<file path="config.mk">
export PLATFORM = sky130hd
export DESIGN_NAME = lab2_disp_scan
export DESIGN_NICKNAME = d
export VERILOG_FILES = /design/src/rtl/lab2_pkg.sv /design/src/rtl/lab2_slot_counter.sv /design/src/rtl/lab2_disp_scan.sv
export SDC_FILE = /design/constraint.sdc
export NUM_CORES = 1
export LEC_CHECK = 0
export ABC_AREA = 1
export BUFFER_PORTS_ARGS = -buffer_cell sky130_fd_sc_hd__buf_2
export CAP_MARGIN = 25
export CORE_MARGIN = 1.5
export CORE_UTILIZATION = 60
export CTS_CLUSTER_DIAMETER = 30
export DETAILED_ROUTE_END_ITERATION = 6
export GPL_ROUTABILITY_DRIVEN = 0
export PLACE_DENSITY = 0.85
export SYNTH_ARGS = -nofsm -noshare
export SYNTH_HDL_FRONTEND = slang
export SYNTH_SLANG_ARGS = --single-unit
</file>
<file path="constraint.sdc">
create_clock -name clk -period 4.8 [get_ports clk]
set_input_delay 0.48 -clock clk [delete_from_list [all_inputs] [get_ports clk]]
set_output_delay 0.48 -clock clk [all_outputs]
set_load 0.01 [all_outputs]
</file>
<file path="src/rtl/lab2_pkg.sv">
// rtl/lab2_pkg.sv - shared scan-state type and default timing constants
package lab2_pkg;

  localparam int CYCLES_PER_DIGIT_DEF = 24000;
  localparam int DEAD_CYCLES_DEF      = 240;

  typedef enum logic [2:0] {
    ST_START = 3'd0,
    ST_DEAD1 = 3'd1,
    ST_SHOW1 = 3'd2,
    ST_DEAD2 = 3'd3,
    ST_SHOW2 = 3'd4
  } scan_state_t;

endpackage

</file>
<file path="src/rtl/lab2_slot_counter.sv">
// rtl/lab2_slot_counter.sv - per-state slot counter with terminal-count detect
module lab2_slot_counter #(
  parameter int W = 8
) (
  input  logic         clk,
  input  logic         rst_n,
  input  logic         i_clr,
  input  logic         i_en,
  input  logic [W-1:0] i_term,
  output logic         o_done
);

  logic [W-1:0] r_count;

  // Count enabled cycles; a clear wins so the next state always starts at zero.
  always_ff @(posedge clk or negedge rst_n) begin
    if (!rst_n) begin
      r_count <= '0;
    end else if (i_clr) begin
      r_count <= '0;
    end else if (i_en) begin
      r_count <= r_count + 1'b1;
    end
  end

  // Done only on an enabled cycle, so a frozen scan never completes a slot.
  assign o_done = i_en && (r_count == i_term);

endmodule

</file>
<file path="src/rtl/lab2_disp_scan.sv">
// rtl/lab2_disp_scan.sv - two-digit display scanner with dead-time blanking
module lab2_disp_scan
  import lab2_pkg::*;
#(
  parameter int CYCLES_PER_DIGIT = CYCLES_PER_DIGIT_DEF,
  parameter int DEAD_CYCLES      = DEAD_CYCLES_DEF
) (
  input  logic       clk,
  input  logic       reset,
  input  logic       en,
  input  logic [3:0] s1,
  input  logic [3:0] s2,
  output logic       enabler,
  output logic       blank,
  output logic [3:0] s1_q,
  output logic [3:0] s2_q,
  output logic       frame_tick
);

  localparam int CNT_W = (CYCLES_PER_DIGIT > 1) ? $clog2(CYCLES_PER_DIGIT) : 1;
  localparam logic [CNT_W-1:0] DEAD_TERM = CNT_W'((DEAD_CYCLES > 0) ? DEAD_CYCLES - 1 : 0);
  localparam logic [CNT_W-1:0] SHOW_TERM = CNT_W'(CYCLES_PER_DIGIT - DEAD_CYCLES - 1);
  // With no dead time the dead states are skipped entirely.
  localparam scan_state_t FRAME_FIRST = (DEAD_CYCLES == 0) ? ST_SHOW1 : ST_DEAD1;
  localparam scan_state_t SLOT2_FIRST = (DEAD_CYCLES == 0) ? ST_SHOW2 : ST_DEAD2;

  if (CYCLES_PER_DIGIT < 2) begin : g_bad_cpd
    $error("lab2_disp_scan: CYCLES_PER_DIGIT must be at least 2");
  end
  if (DEAD_CYCLES < 0 || DEAD_CYCLES >= CYCLES_PER_DIGIT) begin : g_bad_dead
    $error("lab2_disp_scan: DEAD_CYCLES must be in 0 .. CYCLES_PER_DIGIT-1");
  end

  scan_state_t      r_state;
  logic             r_enabler;
  logic             r_blank;
  logic             r_frame_tick;
  logic [3:0]       r_s1_q;
  logic [3:0]       r_s2_q;

  scan_state_t      w_next_state;
  logic             w_frame_start;
  logic             w_enabler_nxt;
  logic             w_blank_nxt;
  logic             w_done;
  logic             w_clr;
  logic             w_cnt_en;
  logic [CNT_W-1:0] w_term;

  assign w_term   = (r_state == ST_DEAD1 || r_state == ST_DEAD2) ? DEAD_TERM : SHOW_TERM;
  assign w_cnt_en = en && (r_state != ST_START);
  assign w_clr    = (w_next_state != r_state);

  lab2_slot_counter #(
    .W (CNT_W)
  ) u_slot_counter (
    .clk    (clk),
    .rst_n  (reset),
    .i_clr  (w_clr),
    .i_en   (w_cnt_en),
    .i_term (w_term),
    .o_done (w_done)
  );

  // Next state plus the output values that go with it, so outputs move with the state.
  always_comb begin
    w_next_state  = r_state;
    w_frame_start = 1'b0;
    case (r_state)
      ST_START: begin
        if (en) begin
          w_next_state  = FRAME_FIRST;
          w_frame_start = 1'b1;
        end
      end
      ST_DEAD1: if (w_done) w_next_state = ST_SHOW1;
      ST_SHOW1: if (w_done) w_next_state = SLOT2_FIRST;
      ST_DEAD2: if (w_done) w_next_state = ST_SHOW2;
      ST_SHOW2: begin
        if (w_done) begin
          w_next_state  = FRAME_FIRST;
          w_frame_start = 1'b1;
        end
      end
      default: w_next_state = ST_START;
    endcase
    w_enabler_nxt = (w_next_state == ST_DEAD2) || (w_next_state == ST_SHOW2);
    w_blank_nxt   = !en || (w_next_state == ST_START) ||
                    (w_next_state == ST_DEAD1) || (w_next_state == ST_DEAD2);
  end

  // State register; reset aborts any slot in progress.
  always_ff @(posedge clk or negedge reset) begin
    if (!reset) begin
      r_state <= ST_START;
    end else begin
      r_state <= w_next_state;
    end
  end

  // Registered outputs; digit values are latched only at frame start.
  always_ff @(posedge clk or negedge reset) begin
    if (!reset) begin
      r_enabler    <= 1'b0;
      r_blank      <= 1'b1;
      r_frame_tick <= 1'b0;
      r_s1_q       <= 4'h0;
      r_s2_q       <= 4'h0;
    end else begin
      r_enabler    <= w_enabler_nxt;
      r_blank      <= w_blank_nxt;
      r_frame_tick <= w_frame_start;
      if (w_frame_start) begin
        r_s1_q <= s1;
        r_s2_q <= s2;
      end
    end
  end

  assign enabler    = r_enabler;
  assign blank      = r_blank;
  assign frame_tick = r_frame_tick;
  assign s1_q       = r_s1_q;
  assign s2_q       = r_s2_q;

endmodule

</file>
==> out/metrics.yaml <==
outcome: "complete, no violations"
max_cap_violations: 0
hold_buffers: 0
placementRows: 18
antennaDiodeCount: 0
yosys.area.top_type: "sky130_fd_sc_hd__dfrtp_1"
power.share.sequential_pct: 46.7
timing.final.setup_violations: 0
worstPathArrival_ps: 2220
fp.dieW_um: 54.34
post-cts-setup-buffer-count: 0
holdCritPathClass: "input port to asynchronous set/reset pin"
xor_xnor_share_of_the_synthesized_area_pct: 4.984
worst_slew_margin_rel_pct: 58.88
rsz_0062_raised_after_global_routing: "no"
port-buffer-count: 21
placed_cell_area_um2: 1705
netlist.area_leader.share_pct: 44.30
yosysMostFrequentCell: "sky130_fd_sc_hd__nand2_1"
synth_cells: 197
final-max-slew-violation-count: 0
max_slew.worst_pin.slew_ps: 616.8
share_of_total_power_consumed_by_net_switching_pct: 29.19
post_synth_and_or_nand_nor_area_fraction_pct: 32.36
syn2layout_area_growth_pct: 13.21
total_leakage_power_nw: 0.8824
final_layout_size_suffix_gt1_share_pct: 25.00
intPower_mw: 0.4571
cts_made_buffers: 5
cts_tree: "done"
ys_warn_count: 0
ir_worst_vdd_mv: 0.3678
critical_path.endpoint_type: "flip-flop"
cts_root_buffer: "sky130_fd_sc_hd__clkbuf_4"
final_antenna_net_count: 0
post_synth_instance_area_um2: 1582
period_needed_ps: 2013
layout.cells.non_filler: 254
pwr-share-comb_pct: 21.1
antenna_found_initial: 0
cts_resized: 0
p_switching_mw: 0.1884
drt_first_pass_iters: 7
post_drt_wl_per_cell_um: 12.73
worst-path-max-fanout: 15
global_route_wire_length_before_repair_mm: 5.223
placeableCoreArea_um2: 2477
cts.reportedPaths.clkPinSlew_ps: 90
grt_start_max_net_pins: 30
tritoncts_num_sinks: 29
worstSkewPairLatency_ps: 330
cts-root-to-sink-buffers: 2
number_of_unique_standard_cell_types_used_by_synthesis: 28
grtUsageTotal_pct: 25.26
routed_wire_length_mm: 3.234
place_hpwl_mm: 2.280
reg2reg_depth: 14
synth-compound-area-share_pct: 6.013
netlist_top_cells_count: "42 x sky130_fd_sc_hd__nand2_1, 31 x sky130_fd_sc_hd__inv_1, 28 x sky130_fd_sc_hd__dfrtp_1"
reg2reg_from: "r_state[0]"
maxClockFrequency_mhz: 496.7
cp.required_ps: 5010
setup_slack_reg_to_reg_ps: 2790
synth_top_family_by_area: "simple AND/OR/NAND/NOR gates"
die_area_um2: 2953
floorplan.die.height_um: 54.34
drc: 0
finalPower_mw: 0.6455
grt_pass1_vias: 1282
cts_htree_levels: 2
io-pin-count: 22
dp_slack_ps: 2874
design_area_um2: 1790
worst_clock_skew_ps: 5.640
reg2reg_to: "u_slot_counter.r_count[10]"
post-route-worst-setup-slack_ps: 2787
postSynth.asyncResetShare_pct: 100.0
synth_flop_cell: "sky130_fd_sc_hd__dfrtp_1"
average_size_of_a_mapped_cell_um2: 8.028
globalRoute.totalOverflow: 0
starting_density_of_the_core_pct: 63.84
yosys.area_share.adder_pct: 0.7911
timing.final.hold_violations: 0
yosys-mux-area-fraction_pct: 0.6329
synth-edff-count: 0
power.clock.fraction_pct: 32.2
pwr_per_cell_area_nw_per_um2: 360.5
final_net_count: 235
post_drt_via_cell_ratio: 5.291
final.period_utilization_pct: 41.95
synth.area.top_cells: "sky130_fd_sc_hd__dfrtp_1 44%, sky130_fd_sc_hd__nand2_1 10%, sky130_fd_sc_hd__inv_1 7.4%"
worstSetupStartpointType: "flip-flop"
postSynthNetCount: 209
postSynthRegisterBits: 29
numPlacedInstances: 246
crit_type: "flip-flop to flip-flop"
proportion_of_synthesized_chip_area_in_sequential_cells_pct: 45.97
drtIter0Drc: 53
setup-tns-final_ps: 0
routed-via-count: 1344
## power groups by stage
stage | clock network (mW) | registers [mW] | logic (mW)
2_1_floorplan | 0 | 0.315 | 0.0785
3_3_place_gp | 0 | 0.303 | 0.129
3_5_place_dp | 0 | 0.306 | 0.134
4_1_cts | 0.211 | 0.301 | 0.138
5_1_grt | 0.225 | 0.305 | 0.151
6_report | 0.208 | 0.301 | 0.136
## cell type report
type                            instances  area, um^2
Clock buffer                            7       55.05
Clock inverter                          1       30.03
Tap cell                               30       37.54
Sequential cell                        29       726.9
Timing Repair Buffer                   21       105.1
Inverter                               34       127.6
Fill cell                             183       686.9
Multi-Input combinational cell        132       708.2
## worst max-delay path, cell delays in order, from the launching register on
cell and delay [ps]:
sky130_fd_sc_hd__dfrtp_1 450, sky130_fd_sc_hd__inv_2 140, sky130_fd_sc_hd__nor2_1 80, sky130_fd_sc_hd__nor2_1 120
sky130_fd_sc_hd__nand2_1 80, sky130_fd_sc_hd__nand2_2 100, sky130_fd_sc_hd__nand3_4 100, sky130_fd_sc_hd__nand2_1 80
sky130_fd_sc_hd__nand2_1 70, sky130_fd_sc_hd__nand2_2 90, sky130_fd_sc_hd__nand2_2 60, sky130_fd_sc_hd__nand2_1 50
sky130_fd_sc_hd__nand2_1 60, sky130_fd_sc_hd__nand2_2 320, sky130_fd_sc_hd__nor2_1 80
## cells in the final DEF (no fill, tap or decap), types with 3 or more instances in the layout
master / netlist / routed
sky130_fd_sc_hd__o21ai_0: 9 / 9
sky130_fd_sc_hd__nor3_1: 4 / 4
sky130_fd_sc_hd__nor2_2: 12 / 12
sky130_fd_sc_hd__nand4_1: 4 / 4
sky130_fd_sc_hd__nand3_1: 10 / 10
sky130_fd_sc_hd__xor2_1: 8 / 8
sky130_fd_sc_hd__inv_1: 31 / 31
sky130_fd_sc_hd__nor2_1: 24 / 24
sky130_fd_sc_hd__nand2_2: 6 / 6
sky130_fd_sc_hd__clkbuf_4: 0 / 5
sky130_fd_sc_hd__nand2_1: 42 / 42
sky130_fd_sc_hd__dfrtp_1: 28 / 28
sky130_fd_sc_hd__inv_2: 3 / 3
sky130_fd_sc_hd__buf_2: 0 / 21
## per-stage QoR
step,util (%),hold slack [ps]
global route,72.27,197.1
finish,72.27,151.3
floorplan,-,184.4
CTS,72.27,162.9
detailed placement,68.84,531.4
global placement,68.84,519.7
## cell families after synthesis
logic type | count (synthesis)
buffers and inverters | 36
adders and majority gates | 1
and+or+nand+nor | 107
AOI/OAI and AO/OA | 14
muxes | 1
xor gates and xnor gates | 9
DFF | 29
## registers in the layout, indices dropped and copies added, names as in the netlist
register and flops:
r_state 3, enabler 1, u_slot_counter.r_count 15, s1_q 4, blank 1, frame_tick 1, s2_q 4
## routing by layer
| metal | track usage (%) | vias to the layer above | share of wire [%] |
|---|---|---|---|
| li1 | - | 662 | - |
| met1 | 27.87 | 637 | 43 |
| met2 | 42.77 | 38 | 51 |
| met3 | 8.743 | 7 | 4.8 |
| met4 | 12.92 | 0 | 1.7 |
| met5 | 0 | - | 0 |
## how the worst max path moves through the flow
stage                     from                          to  slack, ps  cells past startpoint
finish              r_state[0]  u_slot_counter.r_count[10]       2790                     14
global placement    r_state[2]   u_slot_counter.r_count[7]       2930                     14
detailed placement  r_state[2]  u_slot_counter.r_count[10]       2870                     14
floorplan           r_state[2]   u_slot_counter.r_count[3]       3120                     15
CTS                 r_state[2]  u_slot_counter.r_count[10]       2820                     14
global route        r_state[2]   u_slot_counter.r_count[9]       2650                     14
Note: power is estimated with default switching activity, not from simulation.
